===== config.mk =====
export PLATFORM = sky130hd
export DESIGN_NAME = light_sequencer
export DESIGN_NICKNAME = d
export VERILOG_FILES = /design/src/rtl/traffic_pkg.sv /design/src/rtl/tick_sync.sv /design/src/rtl/light_sequencer.sv
export SDC_FILE = /design/constraint.sdc
export NUM_CORES = 1
export LEC_CHECK = 0
export CAP_MARGIN = 40
export CORE_ASPECT_RATIO = 0.75
export CORE_MARGIN = 2
export CORE_UTILIZATION = 45
export DETAILED_ROUTE_END_ITERATION = 7
export GPL_TIMING_DRIVEN = 0
export PLACE_DENSITY_LB_ADDON = 0.25
export RECOVER_POWER = 50
export SYNTH_ARGS = -nofsm -noshare
export SYNTH_HDL_FRONTEND = slang
export SYNTH_SLANG_ARGS = --single-unit

===== constraint.sdc =====
create_clock -name F1 -period 2.2 [get_ports F1]
set_clock_uncertainty 0.05 [all_clocks]
set_input_delay 0.22 -clock F1 [delete_from_list [all_inputs] [get_ports F1]]
set_output_delay 0.22 -clock F1 [all_outputs]
set_load 0.02 [all_outputs]

===== src/rtl/traffic_pkg.sv =====
// Shared types for the traffic light sequencer: phase enumeration, lamp
// encodings, default phase durations and per-phase lamp/sequence lookups.
package traffic_pkg;

    typedef enum logic [2:0] {
        MG    = 3'd0,
        MY    = 3'd1,
        AR1   = 3'd2,
        SG    = 3'd3,
        SY    = 3'd4,
        AR2   = 3'd5,
        NIGHT = 3'd6
    } state_t;

    // Lamp encodings are {R,Y,G}
    localparam logic [2:0] RED = 3'b100;
    localparam logic [2:0] YEL = 3'b010;
    localparam logic [2:0] GRN = 3'b001;
    localparam logic [2:0] OFF = 3'b000;

    localparam int DEF_MAIN_GREEN = 30;
    localparam int DEF_SIDE_GREEN = 20;
    localparam int DEF_YELLOW     = 3;
    localparam int DEF_ALL_RED    = 2;
    localparam int DEF_PED_MIN    = 5;

    function automatic state_t next_phase(input state_t s);
        case (s)
            MG:      next_phase = MY;
            MY:      next_phase = AR1;
            AR1:     next_phase = SG;
            SG:      next_phase = SY;
            SY:      next_phase = AR2;
            default: next_phase = MG;
        endcase
    endfunction

    function automatic logic [2:0] main_lamp(input state_t s);
        case (s)
            MG:      main_lamp = GRN;
            MY:      main_lamp = YEL;
            default: main_lamp = RED;
        endcase
    endfunction

    function automatic logic [2:0] side_lamp(input state_t s);
        case (s)
            SG:      side_lamp = GRN;
            SY:      side_lamp = YEL;
            default: side_lamp = RED;
        endcase
    endfunction

endpackage


===== src/rtl/tick_sync.sv =====
// Brings the 1 Hz divider output into the F1 domain and turns each rising
// edge into a single-cycle tick.
module tick_sync (
    input  logic F1,
    input  logic rst_n,
    input  logic F2,
    output logic tick
);

    logic r_sync1;
    logic r_sync2;
    logic r_prev;

    always_ff @(posedge F1) begin
        if (!rst_n) begin
            r_sync1 <= 1'b0;
            r_sync2 <= 1'b0;
            r_prev  <= 1'b0;
        end else begin
            r_sync1 <= F2;
            r_sync2 <= r_sync1;
            r_prev  <= r_sync2;
        end
    end

    // Cleared r_prev lets a level already high at reset release count as a rise
    assign tick = r_sync2 & ~r_prev;

endmodule


===== src/rtl/light_sequencer.sv =====
// Two-road traffic light controller: fixed phase cycle with pedestrian
// shortening of main green and a night flashing-yellow mode.
module light_sequencer
    import traffic_pkg::*;
#(
    parameter int MAIN_GREEN = DEF_MAIN_GREEN,
    parameter int SIDE_GREEN = DEF_SIDE_GREEN,
    parameter int YELLOW     = DEF_YELLOW,
    parameter int ALL_RED    = DEF_ALL_RED,
    parameter int PED_MIN    = DEF_PED_MIN
) (
    input  logic       F1,
    input  logic       rst_n,
    input  logic       F2,
    input  logic       ped_req,
    input  logic       night,
    output logic [2:0] main_light,
    output logic [2:0] side_light,
    output logic [5:0] remain,
    output logic       ped_pending
);

    localparam logic [5:0] PED_MIN_L = 6'(PED_MIN);
    localparam logic [5:0] ALL_RED_L = 6'(ALL_RED);

    function automatic logic [5:0] phase_len(input state_t s);
        case (s)
            MG:       phase_len = 6'(MAIN_GREEN);
            SG:       phase_len = 6'(SIDE_GREEN);
            MY, SY:   phase_len = 6'(YELLOW);
            AR1, AR2: phase_len = ALL_RED_L;
            default:  phase_len = 6'd0;
        endcase
    endfunction

    logic       w_tick;
    state_t     w_next;
    state_t     r_state;
    logic [5:0] r_remain;
    logic       r_ped;
    logic       r_flash_on;
    logic [2:0] r_main;
    logic [2:0] r_side;

    tick_sync u_tick_sync (
        .F1    (F1),
        .rst_n (rst_n),
        .F2    (F2),
        .tick  (w_tick)
    );

    assign w_next = next_phase(r_state);

    always_ff @(posedge F1) begin
        if (!rst_n) begin
            r_state    <= AR2;
            r_remain   <= ALL_RED_L;
            r_ped      <= 1'b0;
            r_flash_on <= 1'b0;
            r_main     <= RED;
            r_side     <= RED;
        end else begin
            if (ped_req)
                r_ped <= 1'b1;
            if (w_tick) begin
                if (night && r_state != NIGHT) begin
                    r_state    <= NIGHT;
                    r_remain   <= 6'd0;
                    r_flash_on <= 1'b1;
                    r_main     <= YEL;
                    r_side     <= YEL;
                end else if (r_state == NIGHT) begin
                    if (!night) begin
                        r_state    <= AR2;
                        r_remain   <= ALL_RED_L;
                        r_flash_on <= 1'b0;
                        r_main     <= RED;
                        r_side     <= RED;
                    end else begin
                        r_flash_on <= ~r_flash_on;
                        r_main     <= r_flash_on ? OFF : YEL;
                        r_side     <= r_flash_on ? OFF : YEL;
                    end
                end else if (r_state == MG && r_ped && r_remain > PED_MIN_L) begin
                    r_remain <= PED_MIN_L;
                end else if (r_remain <= 6'd1) begin
                    r_state  <= w_next;
                    r_remain <= phase_len(w_next);
                    r_main   <= main_lamp(w_next);
                    r_side   <= side_lamp(w_next);
                    // Side green serves the crossing, so it consumes the request
                    if (w_next == SG)
                        r_ped <= 1'b0;
                end else begin
                    r_remain <= r_remain - 6'd1;
                end
            end
        end
    end

    assign main_light  = r_main;
    assign side_light  = r_side;
    assign remain      = r_remain;
    assign ped_pending = r_ped;

endmodule


==> reports/qor.csv, run 1 <==
stage;metric;value;unit
power;Pleak;0.513;nW
synth;Most used DFF post-synth;dfxtp_1;
cts;CTS Root Cell;clkbuf_4;
worst_setup_path;Reg2Reg Setup Slack;160;ps
routing;DR vias;1098;
timing;unrepaired setup endpoints after global routing;false;
cts;Clock transition at path regs;120;ps
worst_setup_path;r2r startpoint;remain[0];
layout;most frequent cells in the layout;dfxtp_1, dlygate4sd3_1, a21oi_1, nand2_1, o21ai_1;
grt;gr usage total;20.4;%
timing;Setup Viol. Count Final;0;
cts;setup bufs post-CTS;0;
place;HPWL Detailed;2.19;mm
timing;relative slew slack;66.5;%
floorplanning;Die Footprint;2970;sq um
cts;TritonCTS buffer count;3;
worst_setup_path;Worst Path Arrival;2190;ps
grt;first-pass GRT wire length;4.71;mm
grt;largest net degree at the start of global routing;11;
routing;DR WL/cell;15.8;um
place;placed inst area;1350;sq um
synth;Synth Register Bits;20;
worst_setup_path;Critical Path Slowest Stage Cell;dfxtp_1;
timing;Tmin final;2040;ps
timing;Final WS setup;161;ps
synth;FFs w/ async S/R, synth;0;%
synth;cell taking the most area after synthesis;dfxtp_1;
synth;Synth top area share;34.9;%
worst_setup_path;kind of critical path;reg2reg;
routing;DRT Pass-1 Iters;4;
layout;Final #Nets;158;
floorplanning;Top Ports;18;
floorplanning;Core ar.;2360;sq um
cts;Clock Sinks;20;
worst_setup_path;WP data required;2360;ps
timing;final hold viol count;0;
run;number of max-cap violations;0;
timing;worst hold slack;183;ps
min_path;hold path startpoint;night;
worst_setup_path;Worst Reg2Reg Path Length in Cells;6;
timing;worst slew pin tran;501;ps
layout;final antenna diode count;0;
worst_setup_path;max incr delay on CP;460;ps
synth;Syn Nets;137;
power;Power per Cell Area;495;nW/um^2
routing;antenna viol nets, final;0;
synth;number of synthesized flops with an enable pin;0;
power;peak supply drop;0.376;mV
cts;H-tree depth;1;
cts;CTS tree;done;
floorplanning;Die Span Y;47.7;um
layout;layout cell share with drive strength beyond 1;9.40;%
min_path;Min-Delay Path Class;in2reg;
routing;drt total wl;2.89;mm
place;gp weighted congestion;0.939;
cts;Max Root-Sink Buffers;2;
layout;cell area after layout;1380;sq um
synth;count of cell types in the netlist;51;
place;input/output buffers;16;
layout;commonest non-fill, non-tap cell in the layout;dfxtp_1;
timing;Slew Limit Fails;0;
layout;Area growth syn-to-layout;20.2;%
timing;Tcrit/Tclk final;92.7;%
cts;clk_lat worst skew;300;ps
synth;cell count after synthesis;130;
floorplanning;Initial Util;48.5;%
synth;leading post-synthesis cells by cell area;dfxtp_1, a21oi_1, o21ai_1;
run_status;outcome;finished, final reports clean;
synth;Seq/Total Area, Yosys;34.9;%
grt;initial antenna violation count;0;
cts;post-cts hold buffer count;0;
routing;vias per inst;6.00;
grt;Overflow after GRT;0;
layout;Core Util, Final;58.3;%
worst_setup_path;reg2reg end;side_light[1];
synth;syn avg cell area;8.83;sq um
routing;DR iter-0 viols;58;
worst_setup_path;Worst Setup End Kind;flop;
grt;vias in the first global route;991;
floorplanning;Die X-Extent;62.3;um
worst_setup_path;crit start category;flop;
synth;Syn. warnings;0;
place;Place WS;117;ps
worst_setup_path;crit path cell chain;inv_1 > ha_1 > or2_1 > a211oi_4 > nor2_1 > o221a_1;
synth;post-synthesis cell area;1150;sq um
routing;DRC viols;0;
min_path;Worst Hold Endpoint;r_flash_on;
min_path;hold path depth;3;
timing;setup_tns;0;ps
worst_setup_path;critical path peak fanout;7;
floorplanning;row cnt;15;
timing;Max Clk Rate;490;MHz
## logic make-up after synthesis
kind of cell / synth area share, %
adders and majority gates: 2.18
DFF: 34.9
buffers and inverters: 5.78
muxes: 0.981
AOI/OAI and AO/OA: 29.4
and+or+nand+nor: 25.2
xor gates and xnor gates: 1.53
## sequential cells by signal (all words and copies together), names as in the netlist
signal,count
u_tick_sync.r_sync2,1
r_state,3
u_tick_sync.r_prev,1
side_light,3
main_light,3
r_flash_on,1
u_tick_sync.r_sync1,1
ped_pending,1
remain,6
## metal layers
metal	vias up	part of all wire (%)	global-route usage [%]
met5	-	0	0
met4	0	0.52	2.67
met3	2	8.8	5.41
met2	55	43	34.3
met1	507	48	27.9
li1	534	-	-
## report_power, final
group	switching [mW]	leakage [nW]	total, mW	internal, mW
sequential	0.00962	0.163	0.384	0.374
combinational	0.0715	0.336	0.122	0.0502
clock	0.113	0.0138	0.177	0.0639
total	0.194	0.513	0.682	0.488
## cell type report
type | instances | area, sq um
Multi-Input combinational cell | 97 | 688
Fill cell | 223 | 986
Clock buffer | 3 | 22.5
Tap cell | 34 | 42.5
Sequential cell | 20 | 400
Timing Repair Buffer | 16 | 160
Buffer | 7 | 42.5
Inverter | 6 | 22.5
## metrics by stage
stage	total power [mW]	cells
after detailed placement	0.512	180
after floorplan	0.473	130
final	0.682	183
after CTS	0.683	183
after global placement	0.509	180
after global routing	0.707	183
## synth_stat cells (2+ instances only)
cell type / instances
dfxtp_1: 20
a21oi_1: 10
nand2_1: 10
o21ai_1: 8
inv_1: 6
nor2_1: 6
a31oi_1: 4
and2_1: 4
clkbuf_1: 3
nand3_1: 3
nand4_1: 3
o21ai_0: 3
o221a_1: 3
and4_1: 2
buf_2: 2
buf_6: 2
ha_1: 2
nand3b_1: 2
nor2b_1: 2
nor3_1: 2
o211ai_1: 2
o22ai_1: 2
## how the worst max path moves through the flow
stage | startpoint | to | depth (start not counted)
2_1_floorplan | remain[0] | main_light[1] | 6
3_3_place_gp | remain[0] | main_light[1] | 6
3_5_place_dp | remain[0] | side_light[1] | 6
4_1_cts | remain[0] | side_light[1] | 6
5_1_grt | remain[0] | side_light[1] | 6
6_report | remain[0] | side_light[1] | 6
## worst max-delay path, delay by kind of cell, from the launching register on
kind / cells / cell delay [ps]
adder cells (fa/ha/maj): 1 / 290
AND/OR/NAND/NOR: 2 / 440
buffers and inverters: 1 / 80
AO/OA/AOI/OAI: 2 / 640
flip-flops: 1 / 460
## timing repair
item                       in CTS  in global routing
setup endpoints to repair       0                  2
gates resized for setup         0                  1
hold endpoints to repair        0                  0
Power figures use the tool's default switching activity.
==> run 2, diff against run 1 <==
--- a/config.mk
+++ b/config.mk
@@ -11,7 +11,7 @@
 export CORE_UTILIZATION = 45
 export DETAILED_ROUTE_END_ITERATION = 7
 export GPL_TIMING_DRIVEN = 0
-export PLACE_DENSITY_LB_ADDON = 0.25
+export PLACE_DENSITY = 0.69
 export RECOVER_POWER = 50
 export SYNTH_ARGS = -nofsm -noshare
 export SYNTH_HDL_FRONTEND = slang
==> run 2 against run 1 <==
Compared with the run above:
- first-iteration DRC count up 1.7%
- non-clock buffer count did not move
- worst hold slack worse by 24 ps
- via count shrank 0.82%
- sequential power about the same
- largest cell class unchanged
- highest routed layer unchanged
==> reports/qor.csv, run 2 (synthesized netlist as in run 1, its figures left out) <==
stage;metric;value;unit;change
run_status;outcome;finished, final reports clean;;unchanged
layout;max reg flops;6;;unchanged
grt;Overflow after GRT;0;;unchanged
power;peak supply drop;0.340;mV;was 0.376 mV
routing;vias per inst;5.92;;was 6.00
worst_setup_path;Worst Path Arrival;2200;ps;was 2190 ps
cts;Clock transition at path regs;120;ps;about the same
worst_setup_path;critical path peak fanout;7;;unchanged
worst_setup_path;crit path cell chain;inv_1 > ha_1 > or2_1 > a211oi_4 > nor2_1 > o221a_1;;unchanged
timing;Tmin final;2030;ps;was 2040 ps
timing;unrepaired setup endpoints after global routing;false;;unchanged
layout;most frequent cells in the layout;dfxtp_1, dlygate4sd3_1, a21oi_1, nand2_1, o21ai_1;;unchanged
timing;setup_tns;0;ps;unchanged
cts;setup bufs post-CTS;0;;unchanged
routing;DR WL/cell;14.9;um;was 15.8 um
timing;final hold viol count;0;;unchanged
place;input/output buffers;16;;unchanged
power;Power per Cell Area;519;nW/um^2;was 495 nW/um^2
timing;Setup Viol. Count Final;0;;unchanged
worst_setup_path;Bufs and invs on worst path;1;;unchanged
layout;Fillers;210;;was 223
floorplanning;Initial Util;48.5;%;unchanged
timing;Max Clk Rate;492;MHz;was 490 MHz
floorplanning;Die Footprint;2970;sq um;unchanged
worst_setup_path;Worst Setup End Kind;flop;;unchanged
worst_setup_path;kind of critical path;reg2reg;;unchanged
routing;drt total wl;2.74;mm;was 2.89 mm
place;gp weighted congestion;0.957;;was 0.939
power;Pleak;0.521;nW;was 0.513 nW
layout;Final #Nets;158;;unchanged
power;total power;0.722;mW;was 0.682 mW
worst_setup_path;crit start category;flop;;unchanged
routing;antenna viol nets, final;0;;unchanged
routing;DR iter-0 viols;59;;was 58
worst_setup_path;WP data required;2360;ps;about the same
grt;vias in the first global route;907;;was 991
timing;worst slew pin tran;456;ps;was 501 ps
grt;gr usage total;19.2;%;was 20.4%
place;HPWL Detailed;2.04;mm;was 2.19 mm
cts;Max Root-Sink Buffers;2;;unchanged
grt;largest net degree at the start of global routing;12;;was 11
cts;TritonCTS buffer count;3;;unchanged
timing;Tcrit/Tclk final;92.5;%;was 92.7%
routing;DRC viols;0;;unchanged
layout;layout cell share with drive strength beyond 1;10.0;%;was 9.40%
run;number of max-cap violations;0;;unchanged
layout;commonest non-fill, non-tap cell in the layout;dfxtp_1;;unchanged
floorplanning;Core ar.;2360;sq um;unchanged
floorplanning;Die X-Extent;62.3;um;unchanged
floorplanning;Die Span Y;47.7;um;unchanged
routing;DRT Pass-1 Iters;4;;unchanged
floorplanning;row cnt;15;;unchanged
routing;DR vias;1089;;was 1098
worst_setup_path;Crit path max-delay family;compound AO/OA/AOI/OAI gates;;unchanged
cts;CTS tree;done;;unchanged
worst_setup_path;max incr delay on CP;460;ps;about the same
timing;relative slew slack;69.5;%;was 66.5%
floorplanning;Top Ports;18;;unchanged
layout;Finished Layout Cells;184;;was 183
cts;H-tree depth;1;;unchanged
grt;initial antenna violation count;0;;unchanged
worst_setup_path;Critical Path Slowest Stage Cell;dfxtp_1;;unchanged
timing;Slew Limit Fails;0;;unchanged
layout;Area growth syn-to-layout;21.4;%;was 20.2%
layout;final antenna diode count;0;;unchanged
grt;first-pass GRT wire length;4.27;mm;was 4.71 mm
layout;cell area after layout;1390;sq um;was 1380 sq um
cts;Clock Sinks;20;;unchanged
min_path;Min-Delay Path Class;in2reg;;unchanged
cts;CTS Root Cell;clkbuf_4;;unchanged
place;placed insts;180;;unchanged
place;placed inst area;1350;sq um;unchanged
cts;clk_lat worst skew;310;ps;was 300 ps
run 2: cell types whose count changed in the layout (fill, tap and decap cells not counted):
cell	delta
and2_1	+1
and2_0	-1
clkbuf_8	+1
run 2: layout make-up:
| cell class | count | area, sq um | share of cell area (%) |
|---|---|---|---|
| Timing Repair Buffer | 16 | 160 | 11.5 |
| Multi-Input combinational cell | 97 | 688 | 49.4 |
| Clock buffer | 4 | 36.3 | 2.61 |
| Buffer | 7 | 42.5 | 3.05 |
| Sequential cell | 20 | 400 | 28.8 |
| Inverter | 6 | 22.5 | 1.62 |
| Tap cell | 34 | 42.5 | 3.05 |
run 2: final timing paths:
path | start | endpoint | slack (ps) | depth (start not counted)
setup / recovery | remain[0] | main_light[1] | 170 | 6
hold / removal | night | r_flash_on | 160 | 3
setup reg to reg | remain[0] | main_light[1] | 170 | 6
hold reg to reg | u_tick_sync.r_sync1 | u_tick_sync.r_sync2 | 400 | 1
run 2: tightest hold or removal path: stages:
cell and delay (ps):
buf_6 120, nand3b_1 80, a21oi_1 60
run 2: routing by layer:
metal / global-route usage, % / wire (um)
met5: 0 / 0
met4: 7.56 / 55
met3: 6.12 / 161
met2: 27.2 / 1050
met1: 27.4 / 1470
run 2: timing repair:
item,CTS,global route
resized for setup,0,1
endpoints found under the setup margin,0,2
hold buffers,0,0
endpoints found under the hold margin,0,0
run 2: power breakdown:
group / internal, mW / switching (mW) / total [mW]
Sequential: 0.374 / 0.0101 / 0.384
Combinational: 0.0504 / 0.0700 / 0.120
Clock: 0.101 / 0.117 / 0.218
Total: 0.525 / 0.197 / 0.722
run 2: per-stage QoR:
| step | util, % | setup slack [ps] | hold WS [ps] |
|---|---|---|---|
| CTS | 58.6 | 87.8 | 144 |
| global placement | 57.1 | 147 | 372 |
| global route | 58.9 | 62.1 | 156 |
| finish | 58.9 | 166 | 159 |
| detailed placement | 57.1 | 100 | 381 |
| floorplan | - | 269 | 297 |
